===== config.mk =====
export PLATFORM = sky130hd
export DESIGN_NAME = shadow_regfile
export DESIGN_NICKNAME = d
export VERILOG_FILES = /design/src/rtl/shadow_regfile.sv
export SDC_FILE = /design/constraint.sdc
export NUM_CORES = 1
export LEC_CHECK = 0
export ABC_AREA = 1
export BUFFER_PORTS_ARGS = -buffer_cell sky130_fd_sc_hd__clkbuf_2
export CORE_MARGIN = 2
export CORE_UTILIZATION = 40
export CTS_BUF_LIST = sky130_fd_sc_hd__clkbuf_8
export CTS_CLUSTER_DIAMETER = 60
export DETAILED_ROUTE_END_ITERATION = 8
export PLACE_DENSITY = 0.65
export SLEW_MARGIN = 0
export SYNTH_ARGS = -nofsm -noshare
export SYNTH_HDL_FRONTEND = slang
export SYNTH_SLANG_ARGS = --single-unit

===== constraint.sdc =====
create_clock -name clk -period 2.9 [get_ports clk]
set_input_delay 0.145 -clock clk [delete_from_list [all_inputs] [get_ports clk]]
set_output_delay 0.145 -clock clk [all_outputs]
set_load 0.03 [all_outputs]

===== src/rtl/shadow_regfile.sv =====
// Shadow architectural register file: one write port, one combinational read port, x0 reads 0.
// Writes land at the clock edge; no backpressure, clr wins over a write in the same cycle.
module shadow_regfile #(
  parameter int DATA_W   = 16,
  parameter int NUM_REGS = 8,
  parameter int RA_W     = $clog2(NUM_REGS)
) (
  input  logic              clk,
  input  logic              clr,
  input  logic              we,
  input  logic [RA_W-1:0]   waddr,
  input  logic [DATA_W-1:0] wdata,
  input  logic [RA_W-1:0]   raddr,
  output logic [DATA_W-1:0] rdata
);

  logic [DATA_W-1:0] regs [NUM_REGS];

  always_ff @(posedge clk) begin
    if (clr) begin
      for (int i = 0; i < NUM_REGS; i++) regs[i] <= '0;
    end else if (we && (waddr != '0)) begin
      regs[waddr] <= wdata;
    end
  end

  assign rdata = (raddr == '0) ? '0 : regs[raddr];

endmodule


-- Word-level counts from Yosys, hierarchy flattened
Memory sizes are Yosys's and may differ from the RTL's.
Index checks and enable logic that the tools add are counted.
- register bits: 0
- bits in latches: 0
- RAM bits: 128
- bits in read-only memories: 0
- output and inout port bits: 16
- word-level logic and storage cells: 14
- memories: 1
- memories (name ; words ; bits a word ; rd ports ; clocked after Yosys merged registers in ; write ports ; line ; RTL):
    regs ; 8 ; 16 ; 1 ; 0 ; 8 ; 17 ; logic [DATA_W-1:0] regs [NUM_REGS];
- add/subtract/negate cells: 0
- $mul: 0
- div/mod/pow operators: 0
- order comparisons: 0
- equality and inequality tests: 0
- shift operators: 0
- multiplexer cells: 9
- bitwise gates (word level): 0
- reductions and logical operators: 4
- operators with widths (cell ; count):
    two-way mux 16 bit ; 2
    OR reduction 16 bit ; 1
    two-way mux 1 bit ; 6
    zero test 3 bit ; 1
    two-way mux 3 bit ; 1
    nonzero test 3 bit ; 1
    logical AND 1 bit ; 1

-- Longest topological paths before layout
Gate-level depths: netlist of run 1.
- word-level depth: 7
- gate-level depth with buffers: 7

-- Worst setup path before layout of run 1
OpenSTA, ideal clock, no wires.
- kind: input-to-reg
- from: input waddr[2]
- to: memory regs[3][0] (enable)
- setup time: 411 ps
- arrival: 1722 ps
- data required time: 2489 ps
- setup slack: 767 ps
- stages: 4
- buffers on the path: 1
- cells stage by stage: buf_4 > inv_2 > nand2_2 > o21ai_0
- RTL lines (what ; line ; RTL):
    from (decl) ; 11 ; input logic [RA_W-1:0] waddr,
    to (decl) ; 17 ;

-- Final worst setup path of run 1
- from: input raddr[0]
- to: output rdata[5]
- longest elaborated chain between the ends: 2
- elaborated cells between the ends (all ways): 3
- those cells by class: mux: 1; reduce/logical: 1; memory: 1
- ends and longest elaborated chain (what ; line ; RTL):
    from (decl) ; 13 ; input logic [RA_W-1:0] raddr,
    memory (8 x 16 bit) / zero test 3 bit (equally long branches) ; -- ;
    two-way mux 16 bit * ; 27 ; assign rdata = (raddr == '0) ? '0 : regs[raddr];
    to (decl) ; 14 ; output logic [DATA_W-1:0] rdata
Mark *: on every way between the ends. The rest lies on a longest branch, timed or not.

==> qor.csv, run 1 <==
metric;value;unit
chip width;131;um
WHS;0.159;ns
Tot Pwr;3.97;mW
drc violations;0;
GR Overflow Total;0;
count leader, synth;nand2_1;
crit path capture type;output port;
CTS Buf Count;17;
largest net degree at the start of global routing;42;
setup ws final;1.06;ns
Sequential Power Share;0.552;
DIE HEIGHT;131;um
initial antenna violation count;0;
Synth Area per Inst;8.97;um^2
Synth Register Bits;128;
switching share of power;0.264;
synthesized area;6460;um^2
register area share after synthesis;0.595;
WL final;15.1;mm
dpl ws;0.741;ns
H-tree depth;4;
IO buf count;40;
vias after detailed routing;4648;
Synth Instances;720;
Clock Pin Slew Worst Setup and Hold Paths;0.07;ns
gr usage total;0.193;
post-route cell area;7130;um^2
layout cell share with drive strength beyond 1;0.116;
Max VDD drop;327;uV
worst-case clock buffer depth;2;
Logic pwr share;0.126;
core area;15800;um^2
slew margin rel.;0.536;
final core utilization;0.450;
Net count, final;791;
Hold Path Origin;wdata[5];
status;finished, final reports clean;
Largest regs;regs (128);
wire per inst;15.2;um
Worst setup SP type;input pin;
Placer Congestion;0.781;
# setup viols final;0;
Clk pwr share;0.323;
synth cell count leaders;nand2_1 (166), inv_1 (146), edfxtp_1 (128);
Initial Utilization;0.408;
Post-DP Area;6810;um^2
Setup Fix Bufs, Post-CTS;0;
switching pwr;1.05;mW
ant diodes;0;
max FFs per register;128;
hold violation total from the final report;0;
row count;46;
root buf cell;clkbuf_8;
first-pass GRT wire length;24.1;mm
Antenna Violating Nets Remaining;0;
RSZ-0062 raised after global routing;no;
WHS Endpoint;regs[4][5];
Critical Path AT;1.69;ns
Worst Hold Class;in2reg;
setup_tns;0;ns
CP max stage cell;nand2_1;
max incr delay on CP;0.45;ns
worst-path cell chain;clkbuf_2, buf_4, nor2_1, nand2_1, nand2_1, nor2_1, clkbuf_2;
post-DR vias/cell;4.68;
Final Max Slew Viols;0;
Placed Cells;963;
fin cells;994;
# hold bufs at CTS;0;
CP Class;in2out;
number of synthesized flops with an enable pin;128;
Netlist cell types;21;
synth warn;0;
Static Leak;3.39;nW
power per cell area;557;nW/um^2
cts repair resizes;0;
CP required;2.76;ns
top cell type's share of synthesized area;0.595;
Least-Margin Pin Slew;0.695;ns
Clock Sinks;128;
fin crit share;0.633;
Final min period;1.84;ns
total of max-cap violations;0;
number of buffers and inverters on the critical path;3;
Biggest register;regs;
Initial DRT Pass Iterations;7;
worst hold path depth;3;
largest area contributor in the netlist;edfxtp_1;
critical path's top delay family;simple AND/OR/NAND/NOR gates;
worst-path maximum fanout;41;
fmax;545;MHz
Synth async-reset ratio;0;
vias in the first global route;4553;
Synth area leaders;edfxtp_1 (60%), nand2_1 (9.6%), inv_1 (8.5%);
CTS tree;done;
Area Overhead vs Synth;10.4;%
Int Power;2.92;mW
IO Pins;41;
die area;17200;um^2
Post-synth top flop;edfxtp_1;
dpl hpwl;10.3;mm
drt first-iter violations;327;
## worst min-delay path: stages
cell	delay, ns
clkbuf_2	0.07
inv_1	0.13
nor2_1	0.13
## power groups by stage
| stage | Combinational, mW | Sequential, mW | Clock, mW |
|---|---|---|---|
| 6_report | 0.499 | 2.19 | 1.28 |
| 5_1_grt | 0.559 | 2.20 | 1.38 |
| 4_1_cts | 0.502 | 2.19 | 1.30 |
| 3_5_place_dp | 0.500 | 2.23 | 0 |
| 3_3_place_gp | 0.495 | 2.23 | 0 |
| 2_1_floorplan | 0.355 | 2.22 | 0 |
## how the worst max path moves through the flow
stage / from / endpoint / slack (ns) / cells past startpoint
finish: raddr[0] / rdata[5] / 1.06 / 7
CTS: raddr[0] / rdata[5] / 1.06 / 7
detailed placement: clr / regs[7][14] / 0.74 / 4
global route: raddr[0] / rdata[5] / 0.90 / 7
global placement: clr / regs[6][7] / 0.81 / 4
floorplan: waddr[2] / regs[3][0] / 0.77 / 4
## cell families (layout without fill, tap and decap cells)
family / after synthesis / after routing / share of synthesized area
DFF: 128 / 128 / 0.595
and+or+nand+nor: 400 / 400 / 0.274
buffers and inverters: 189 / 232 / 0.129
other: 1 / 16 / 0.000581
AOI/OAI and AO/OA: 2 / 2 / 0.00155
## routing by layer
layer  wire length [um]  vias up  track usage
li1                   -     2313            -
met1               6730     2127        0.260
met2               6930      175        0.302
met3               1060       33       0.0418
met4                396        0       0.0801
met5                  0        -            0
## final cells by class
type	count	area [um^2]
clock inverters	14	85.1
well taps	216	270
fillers	1548	8700
multi-input cells	418	1840
flip-flops and latches	128	3840
clock buffers	17	234
repair buffers	50	288
inverters	151	567
## cells in the final DEF (no fill, tap or decap), types with 9 or more instances in the layout
cell	instances
nand2_1	166
inv_1	149
edfxtp_1	128
nor2_1	112
nand3_1	80
clkbuf_2	40
nor3_1	30
clkbuf_8	17
conb_1	16
buf_4	9
(Power assumes the default switching activity.)
==> inputs of run 2 (changes only) <==
clock period = 1.91 ns   (was 2.9 ns; I/O delays follow)
==> qor.csv, run 2 (same netlist as run 1, synthesis figures left out) <==
metric;value;unit
uppermost routed layer;met4;
CP required;1.81;ns
power per cell area;821;nW/um^2
final core utilization;0.457;
drt first-iter violations;547;
Initial DRT Pass Iterations;5;
first-pass GRT wire length;23.9;mm
setup_tns;0;ns
die area;17200;um^2
post-DR vias/cell;4.75;
Hold Path Origin;wdata[13];
status;finished, final reports clean;
largest net degree at the start of global routing;65;
# setup viols final;0;
Largest regs;regs (128);
worst-case clock buffer depth;2;
DIE HEIGHT;131;um
Clock Pin Slew Worst Setup and Hold Paths;0.07;ns
Static Leak;3.45;nW
IO buf count;40;
wire per inst;14.8;um
H-tree depth;4;
Worst setup SP type;flop;
GR Overflow Total;0;
fin crit share;0.872;
hold violation total from the final report;0;
WHS;0.0744;ns
Worst Hold Class;in2reg;
Least-Margin Pin Slew;0.610;ns
dpl hpwl;9.86;mm
row count;46;
slew margin rel.;0.593;
CP Class;reg2out;
most frequent cells in the layout;nand2_1 (166), inv_1 (149), edfxtp_1 (128), nor2_1 (112), nand3_1 (80);
fmax;601;MHz
root buf cell;clkbuf_8;
cts repair resizes;0;
drc violations;0;
total of max-cap violations;0;
Initial Utilization;0.408;
gr usage total;0.190;
Biggest register;regs;
core area;15800;um^2
Final min period;1.67;ns
Critical Path AT;1.57;ns
chip width;131;um
CTS tree;done;
Max VDD drop;540;uV
WL met3;917;um
DRT met1 WL;6.64;mm
vias after detailed routing;4789;
worst hold path depth;3;
worst-path maximum fanout;1;
IO Pins;41;
ant diodes;0;
vias in the first global route;4579;
max FFs per register;128;
WHS Endpoint;regs[4][13];
initial antenna violation count;0;
Area Overhead vs Synth;12.0;%
Placer Congestion;0.791;
metal2 WL;7.15;mm
most common cell after layout, fill and taps aside;nand2_1;
WL final;15.0;mm
Clock Sinks;128;
CTS Buf Count;17;
Fill cells;1579;
RSZ-0062 raised after global routing;no;
Net count, final;805;
layout cell share with drive strength beyond 1;0.130;
crit path capture type;output port;
Setup Fix Bufs, Post-CTS;0;
Final Max Slew Viols;0;
# hold bufs at CTS;0;
Antenna Violating Nets Remaining;0;
## run 2: cell type report
cell class	instances	area (um^2)	area share
timing repair buffer	64	418	0.0578
sequential	128	3840	0.531
inverter	151	567	0.0783
multi-input combinational	418	1840	0.254
clock buffer	17	234	0.0323
tap	216	270	0.0374
clock inverter	15	62.6	0.00865
## run 2: power breakdown
group	total (mW)	switching (mW)	internal, mW
logic	0.778	0.559	0.218
clock network	1.85	1.01	0.833
registers	3.32	0.0454	3.27
total	5.94	1.62	4.32
## run 2: critical path, cell delays in order, from the launching register on
cell and delay (ns):
edfxtp_1 0.32, inv_1 0.04, nand2_1 0.05, nand3_1 0.07
nand3_1 0.11, nand2_1 0.05, nor2_1 0.22, clkbuf_2 0.26
## run 2: routing by layer
metal  GRT usage  vias to the layer above
met4      0.0551                        0
met5           0                        -
li1            -                     2342
met2       0.311                      141
met1       0.244                     2283
met3      0.0576                       23
## run 2: worst max-delay path by stage
stage	cells after the start	to	startpoint
6_report	7	rdata[13]	regs[7][13]
5_1_grt	7	rdata[13]	regs[7][13]
4_1_cts	7	rdata[13]	regs[6][13]
3_5_place_dp	6	rdata[13]	raddr[1]
3_3_place_gp	6	rdata[13]	raddr[1]
2_1_floorplan	4	regs[3][0]	waddr[2]
## run 2: through the flow
step,cell area (um^2),instances,total power [mW],setup WS (ns)
6_report,7240,1009,5.94,0.245
5_1_grt,7240,1009,6.20,0.107
4_1_cts,7240,1009,5.98,0.243
3_5_place_dp,6940,977,4.16,0.341
3_3_place_gp,6940,977,4.15,0.337
2_1_floorplan,6520,735,3.91,0.263
==> inputs of run 3 (changes only) <==
BUFFER_PORTS_ARGS = unset   (was -buffer_cell sky130_fd_sc_hd__clkbuf_2)
DONT_BUFFER_PORTS = 1   (was unset)
clock period = 1.3 ns   (was 1.91 ns; I/O delays follow)
==> qor.csv, run 3 (same netlist as run 1, synthesis figures left out) <==
metric;value;unit
die area;17200;um^2
Final min period;1.48;ns
chip width;131;um
wire per inst;14.5;um
cell mode on critical path;nand2_1;
layout cell share with drive strength beyond 1;0.189;
Clock Pin Slew Worst Setup and Hold Paths;0.07;ns
failing checks;setup timing;
most common cell after layout, fill and taps aside;nand2_1;
IO buf count;0;
GR Overflow Total;0;
Fill cells;1460;
Static Leak;3.54;nW
CTS Buf Count;17;
vias in the first global route;4478;
power per cell area;1190;nW/um^2
crit path capture type;output port;
Largest regs;regs (128);
final core utilization;0.487;
worst-case clock buffer depth;2;
initial antenna violation count;0;
core area;15800;um^2
total of max-cap violations;0;
CP max stage cell;edfxtp_1;
status;finished with violations;
most frequent cells in the layout;nand2_1 (152), inv_1 (145), edfxtp_1 (128), nor2_1 (99), nand3_1 (42);
number of buffers and inverters on the critical path;2;
largest net degree at the start of global routing;67;
CTS tree;done;
fin crit share;1.13;
drc violations;0;
critical path's top delay family;simple AND/OR/NAND/NOR gates;
worst-path cell chain;inv_1, nand2_1, nand3_1, nand2_1, nor2_2, nor2_4, buf_6;
gr usage total;0.180;
max incr delay on CP;0.37;ns
Clock Sinks;128;
max FFs per register;128;
worst-path maximum fanout;1;
hold violation total from the final report;0;
slew margin rel.;0.473;
Worst setup SP type;flop;
Initial DRT Pass Iterations;5;
Critical Path AT;1.41;ns
Biggest register;regs;
H-tree depth;4;
# setup viols final;16;
dpl ws;0.176;ns
CP required;1.24;ns
post-DR vias/cell;4.65;
row count;46;
drt first-iter violations;292;
Least-Margin Pin Slew;0.788;ns
WL final;14.4;mm
root buf cell;clkbuf_8;
DIE HEIGHT;131;um
RSZ-0062 raised after global routing;yes;
Area Overhead vs Synth;19.4;%
Initial Utilization;0.408;
dpl hpwl;9.13;mm
fmax;678;MHz
Tot Pwr;9.16;mW
first-pass GRT wire length;22.7;mm
met3 Use GR;0.0414;
vias after detailed routing;4620;
Placer Congestion;0.835;
ant diodes;0;
most crowded layer after global routing;met2;
Final Max Slew Viols;0;
routing usage on met1;0.218;
Net count, final;791;
Worst Hold Class;in2reg;
CP Class;reg2out;
setup ws final;-0.175;ns
IO Pins;41;
GR Util met2;0.305;
Antenna Violating Nets Remaining;0;
Max VDD drop;613;uV
run 3: through the flow:
step | instances | setup TNS, ns | cell area [um^2] | hold slack, ns
2_1_floorplan | 735 | -6.45 | 6530 | 0.343
3_3_place_gp | 950 | 0 | 6930 | 0.179
3_5_place_dp | 950 | 0 | 6930 | 0.179
4_1_cts | 993 | -2.84 | 7550 | 0.00206
5_1_grt | 993 | -3.79 | 7710 | 0.0111
6_report | 993 | -2.33 | 7710 | 0.00647
run 3: per-layer routing:
layer	routed length (um)	vias up	share of wire
met1	5940	2156	0.41
li1	-	2317	-
met5	0	-	0
met2	7320	130	0.51
met4	251	0	0.017
met3	931	17	0.064
run 3: final cells by class:
cell class | instances | area (um^2) | area share
clock inverter | 13 | 106 | 0.0138
tap | 216 | 270 | 0.0351
clock buffer | 17 | 234 | 0.0304
inverter | 151 | 567 | 0.0735
sequential | 128 | 3840 | 0.499
timing repair buffer | 50 | 567 | 0.0735
multi-input combinational | 418 | 2120 | 0.275
run 3: where the power goes:
part | leakage (nW) | internal, mW | switching (mW) | total (mW)
clock network | 0.185 | 1.61 | 1.43 | 3.04
logic | 2.13 | 0.449 | 0.793 | 1.24
registers | 1.23 | 4.81 | 0.0650 | 4.87
total | 3.54 | 6.87 | 2.29 | 9.16
run 3: timing repair:
item,4_1_cts,5_1_grt
hold buffers,13,0
endpoints found under the setup margin,16,16
buffers inserted,0,0
resized for setup,35,44
pin swaps,25,42
hold endpoints to repair,71,0
run 3: path summary, 6_finish.rpt:
kind	start	end	depth (start not counted)
max	regs[1][0]	rdata[0]	7
min	wdata[3]	regs[6][3]	2
